`src/rtl/pwm_generator.sv`:
```
// 16-channel PWM generator: prescaled 8-bit period counter, per-period duty shadow,
// per-channel off / static-on / PWM selection with registered outputs.
module pwm_generator #(
  parameter int unsigned CLK_DIV = 13
) (
  input  logic        clk,
  input  logic        rst,
  input  logic [7:0]  en_reg_out_7_0,
  input  logic [7:0]  en_reg_out_15_8,
  input  logic [7:0]  en_reg_pwm_7_0,
  input  logic [7:0]  en_reg_pwm_15_8,
  input  logic [7:0]  pwm_duty_cycle,
  output logic [15:0] pwm_out,
  output logic        period_start
);

  localparam logic [15:0] PRE_LAST = 16'(CLK_DIV - 1);

  logic [15:0] pre_cnt;
  logic        tick;
  logic [7:0]  period_cnt;
  logic        wrap;
  logic        wrap_q;
  logic [7:0]  duty_shadow;
  logic [15:0] en_out;
  logic [15:0] en_pwm;
  logic        level;
  logic [15:0] chan_next;

  assign en_out = {en_reg_out_15_8, en_reg_out_7_0};
  assign en_pwm = {en_reg_pwm_15_8, en_reg_pwm_7_0};

  // With CLK_DIV=1 the prescaler never leaves 0, so tick is high every clock.
  assign tick = (pre_cnt == PRE_LAST);
  assign wrap = tick && (period_cnt == 8'hFF);

  // NOTE: non-blocking assignments in every clocked block so all flops sample pre-edge values.
  always_ff @(posedge clk or posedge rst) begin
    if (rst) begin
      pre_cnt    <= '0;
      period_cnt <= '0;
    end else begin
      pre_cnt <= tick ? '0 : pre_cnt + 16'd1;
      if (tick) begin
        period_cnt <= period_cnt + 8'd1;
      end
    end
  end

  // Duty is sampled only at the period boundary so mid-period writes cannot distort a period.
  always_ff @(posedge clk or posedge rst) begin
    if (rst) begin
      duty_shadow <= '0;
    end else if (wrap) begin
      duty_shadow <= pwm_duty_cycle;
    end
  end

  // NOTE: every always_comb output gets a value on every path, so no latch is inferred.
  always_comb begin
    level     = (duty_shadow == 8'hFF) || (period_cnt < duty_shadow);
    chan_next = en_out & (~en_pwm | {16{level}});
  end

  // wrap_q delays the boundary marker so period_start lines up with the first registered
  // output value of the new period.
  always_ff @(posedge clk or posedge rst) begin
    if (rst) begin
      wrap_q       <= 1'b0;
      period_start <= 1'b0;
      pwm_out      <= '0;
    end else begin
      wrap_q       <= wrap;
      period_start <= wrap_q;
      pwm_out      <= chan_next;
    end
  end

endmodule

```
`config.mk`:
```
export PLATFORM = sky130hd
export DESIGN_NAME = pwm_generator
export DESIGN_NICKNAME = d
export VERILOG_FILES = /design/src/rtl/pwm_generator.sv
export SDC_FILE = /design/constraint.sdc
export NUM_CORES = 1
export LEC_CHECK = 0
export BUFFER_PORTS_ARGS = -buffer_cell sky130_fd_sc_hd__buf_2
export CORE_MARGIN = 2
export CORE_UTILIZATION = 54
export CTS_BUF_LIST = sky130_fd_sc_hd__clkbuf_2 sky130_fd_sc_hd__clkbuf_4 sky130_fd_sc_hd__clkbuf_8
export DETAILED_ROUTE_END_ITERATION = 16
export PLACE_DENSITY = 0.88
export SYNTH_ARGS = -nofsm -noshare
export SYNTH_HDL_FRONTEND = slang
export SYNTH_SLANG_ARGS = --single-unit
export TNS_END_PERCENT = 30
```
`constraint.sdc`:
```
create_clock -name clk -period 2.4 [get_ports clk]
set_clock_uncertainty 0.2 [all_clocks]
set_input_delay 0.24 -clock clk [delete_from_list [all_inputs] [get_ports clk]]
set_output_delay 0.24 -clock clk [all_outputs]
set_load 0.02 [all_outputs]
```
Word level (Yosys, flattened, before mapping)
Index checks and enable logic that the tools add are counted.
W data, S select, Z words.
- $add $sub $neg: 2
- order comparisons: 1
- eq/ne operators: 3
- multiplexer cells: 1
- bitwise gates (word level): 3
- reductions and logical operators: 2
- operators with widths (operator ; count):
    $add A16 B1 Y16 const B ; 1
    $and A16 B16 Y16 ; 1
    $eq A16 B4 Y1 const B ; 1
    $eq A8 B8 Y1 const B ; 2
    $mux W16 ; 1
    $not A16 Y16 ; 1
    $or A16 B16 Y16 ; 1
    $add A8 B1 Y8 const B ; 1
    $lt A8 B8 Y1 ; 1
    $logic_and A1 B1 Y1 ; 1
    $logic_or A1 B1 Y1 ; 1
- bits in registers: 50
- word-level logic and storage cells: 18

Depth between registers and ports, before layout
- depth in word-level cells: 4
- gate-level depth with buffers: 7
- depth with buffers taken out: 6

Worst setup path before layout
No wires, ideal clock.
- path type: register -> register
- start point: register period_cnt[2]
- end point: register pwm_out[10]
- library setup time: 0.135 ns
- arrival time: 1.699 ns
- data required time: 2.065 ns
- slack: 0.366 ns
- stages on the path, launching flop included: 7
- clock period less this slack: 2.034 ns
- path through: dfrtp_1 > ha_1 > o21a_1 > o22ai_1 > o32ai_1 > clkbuf_1 > a21boi_0
- longest elaborated chain between the ends: 4
- RTL lines (what ; RTL line ; text):
    from (decl) ; 21 ; logic [7:0] period_cnt;
    from (signal assigned) ; 45 ; period_cnt <= period_cnt + 8'd1;
    $lt A8 B8 Y1 ; 61 ; level = (duty_shadow == 8'hFF) || (period_cnt < duty_shadow);
    $logic_or A1 B1 Y1 ; 61 ;
    $or A16 B16 Y16 ; 62 ; chan_next = en_out & (~en_pwm | {16{level}});
    $and A16 B16 Y16 ; 62 ;
    net chan_next[10] ; 28 ; logic [15:0] chan_next;
    to (signal assigned) ; 75 ; pwm_out <= chan_next;
    to (decl) ; 13 ; output logic [15:0] pwm_out,
The timed path passes the listed nets, and every way through them passes these cells.
A chain may end at the register's enable or synchronous reset.

Worst setup path after layout
- start point: register pre_cnt[0]
- end point: register duty_shadow[1]
- longest elaborated chain between the ends: 2
- RTL lines (what ; RTL line ; text):
    from (decl) ; 19 ; logic [15:0] pre_cnt;
    from (signal assigned) ; 43 ; pre_cnt <= tick ? '0 : pre_cnt + 16'd1;
    $eq A16 B4 Y1 ; 34 ; assign tick = (pre_cnt == PRE_LAST);
    $logic_and A1 B1 Y1 ; 35 ; assign wrap = tick && (period_cnt == 8'hFF);
    to (signal assigned) ; 55 ; duty_shadow <= pwm_duty_cycle;
    to (decl) ; 24 ; logic [7:0] duty_shadow;
Every way passes these cells.

==> impl_metrics.yaml <==
status:
  status: "completed"
placed_design:
  place_area_mm2: 0.002597
  port_buffers: 58
  place_congestion: 0.8152
  hpwl_um: 3041
synth:
  synth-compound-area-share_pct: 7.589
  synth_cell_type_count: 34
  synthAdderAreaFrac_pct: 5.621
  synth_edf_count: 0
  synthSimpleGateAreaFrac_pct: 15.40
  synth_top_family_by_area: "simple AND/OR/NAND/NOR gates"
  synth_nets: 232
  syn_area_mm2: 0.002226
  synthXorXnorAreaFrac_pct: 7.870
  synth-seq-cells: 50
  muxShareOfSynthArea_pct: 5.059
  yosysWarnings: 0
  avgSynthCellArea_um2: 12.37
  yosys_most_used_dff: "dfrtp_1"
  yosysSeqAreaShare_pct: 56.21
  synth-async-reset-ratio_pct: 100.0
  netlist_instances: 180
die:
  die_h_um: 68.20
  die-area_mm2: 0.004651
  coreArea_mm2: 0.003971
  core.rowCount: 23
  die_w_um: 68.20
  initial_core_util_pct: 56.05
  io_pins: 59
timing:
  max_clock_freq_ghz: 0.4495
  rsz0062_at_grt: "false"
  max_slew_margin_pct: 65.00
  tightest_slew_ns: 0.5242
  tns_ns: 0
  post-route-period-util_pct: 92.70
  hold_violations: 0
  finalMaxSlewViolations: 0
  finalSetupViolCount: 0
  period_needed_ns: 2.225
layout:
  stdcell_area_mm2: 0.003127
  drive_above_1_share_pct: 30.56
  final_cell_mix: "buf_2 (58), dfrtp_1 (50), dlygate4sd3_1 (41)"
  area_growth_pct: 40.47
  num_antenna_cells: 0
  nets: 339
  final_common_cell: "buf_2"
  fillers: 180
clock_network:
  clock_path_buffers: 2
  worstSkewPairLatency_ns: 0.30
  h-tree-depth: 2
  cts_sinks: 50
  cts-root-buf: "clkbuf_8"
  cts_tree: "yes"
  cts_buffers: 5
  clk_pin_slew_ns: 0.09
pwr:
  combPwrFrac_pct: 10.1
  p_clk_share_pct: 33.0
  pwr-share-seq_pct: 56.9
  ir_worst_vdd_v: 0.0004942
  total_power_mw: 1.513
  p_int_mw: 1.158
  powerDensity_mw_per_mm2: 484.0
  leakagePower_nw: 1.550
  p_sw_share_pct: 23.45
  p_sw_uw: 354.8
hold_path:
  min-delay-start: "wrap_q"
  hold_class: "reg2reg"
worst_setup_path:
  startpoint: "pre_cnt[0]"
  worstPathArrival_ns: 2.22
  rr_startpoint: "pre_cnt[0]"
  crit_type: "reg2reg"
  ff2ff_path_depth: 7
  path_max_fanout: 8
  critPathRequiredTime_ns: 2.39
  setup.worst_path.end_class: "flip-flop"
  cp-endpoint: "duty_shadow[1]"
  startpoint_type: "flip-flop"
  reg2reg_slack_ns: 0.18
  reg2reg_to: "duty_shadow[1]"
drt:
  drt-pass1-iter-count: 4
  ant_nets: 0
  via_per_inst: 5.754
  drc_errors: 0
  dr.first_iter.drc_count: 171
  num_vias: 1945
  wirelength_um: 6420
  post_drt_wl_per_cell_um: 18.99
grt:
  grt_pass1_wl_um: 10210
  overflow: 0
  grt_util_all_layers_pct: 30.94
  antenna_found_initial: 0
  grt_max_degree: 28
  grt_pass1_vias: 2037
job:
  max_cap_viol_count: 0
## per-layer routing
layer / vias up / GRT usage [%] / wire (µm)
li1: 847 / - / -
met1: 962 / 42.31 / 2670
met2: 119 / 46.97 / 3088
met3: 17 / 7.895 / 516
met4: 0 / 13.25 / 144
met5: - / 0 / 0
## registers in the layout, indices dropped and copies added, names as in the netlist
name / cells
duty_shadow: 8
pwm_out: 16
period_cnt: 8
pre_cnt: 16
wrap_q: 1
period_start: 1
## worst max-delay path, stage by stage (launching register included)
cell     delay [ns]
dfrtp_1        0.46
inv_1          0.10
ha_1           0.17
nor4b_4        0.25
nand4_2        0.22
nor3_4         0.20
buf_12         0.15
mux2_2         0.35
## worst min-delay path by stage
stage / endpoint / slack [ns] / cells past startpoint
CTS: period_start / 0.17 / 0
floorplan: period_start / 0.13 / 0
global placement: pwm_out[10] / 0.1 / 2
global route: period_start / 0.18 / 0
finish: period_start / 0.18 / 0
detailed placement: pwm_out[10] / 0.10 / 2
## cell families (layout without fill, tap and decap cells)
group                    after synthesis  after routing
adder cells (fa/ha/maj)               10             10
multiplexers                          10             10
AND/OR/NAND/NOR                       54             54
AO/OA/AOI/OAI                         23             23
XOR/XNOR                              20             20
buffers and inverters                 13            121
flip-flops                            50             50
## power groups by stage
stage	Sequential (mW)	Combinational, mW	Clock, mW
after CTS	0.858	0.145	0.497
after detailed placement	0.874	0.0945	0
after floorplan	0.894	0.0210	0
final	0.861	0.153	0.499
after global placement	0.874	0.0921	0
after global routing	0.861	0.164	0.539
## synth_stat cells (4+ instances only)
| cell type | n | area share [%] |
|---|---|---|
| a21boi_0 | 16 | 5.4 |
| nand2_1 | 8 | 1.3 |
| ha_1 | 10 | 5.6 |
| nand3_1 | 10 | 2.2 |
| nor2_1 | 7 | 1.2 |
| inv_1 | 11 | 1.9 |
| nand4_1 | 8 | 2.2 |
| dfrtp_1 | 50 | 56 |
| xor2_1 | 6 | 2.4 |
| xnor2_1 | 14 | 5.5 |
| nor3_1 | 4 | 0.90 |
| mux2_2 | 10 | 5.1 |
## area by class of cell
cell class                      count  area, µm²  share of cell area (%)
Timing Repair Buffer              102      748.2                   23.93
Inverter                           11      41.29                   1.321
Sequential cell                    50       1251                   40.02
Clock buffer                        6      76.32                   2.441
Clock inverter                      2      13.76                  0.4402
Multi-Input combinational cell    117      933.4                   29.85
Tap cell                           50      62.56                   2.001
## stage by stage
| step | util (%) | worst slack (ns) | hold WS, ns | std cells |
|---|---|---|---|---|
| 5_1_grt | 78.73 | 0.07432 | 0.1836 | 338 |
| 6_report | 78.73 | 0.1753 | 0.1772 | 338 |
| 2_1_floorplan | - | 0.3662 | 0.1312 | 180 |
| 3_5_place_dp | 65.41 | 0.1523 | 0.1012 | 288 |
| 3_3_place_gp | 65.41 | 0.2256 | 0.09602 | 288 |
| 4_1_cts | 78.01 | 0.1180 | 0.1705 | 337 |
## timing repair
item | CTS | global route
hold endpoints to repair | 47 | 0
buffers inserted | 0 | 1
setup endpoints to repair | 0 | 8
hold buffers | 41 | 0
resized for setup | 0 | 1
(Power assumes the default switching activity.)
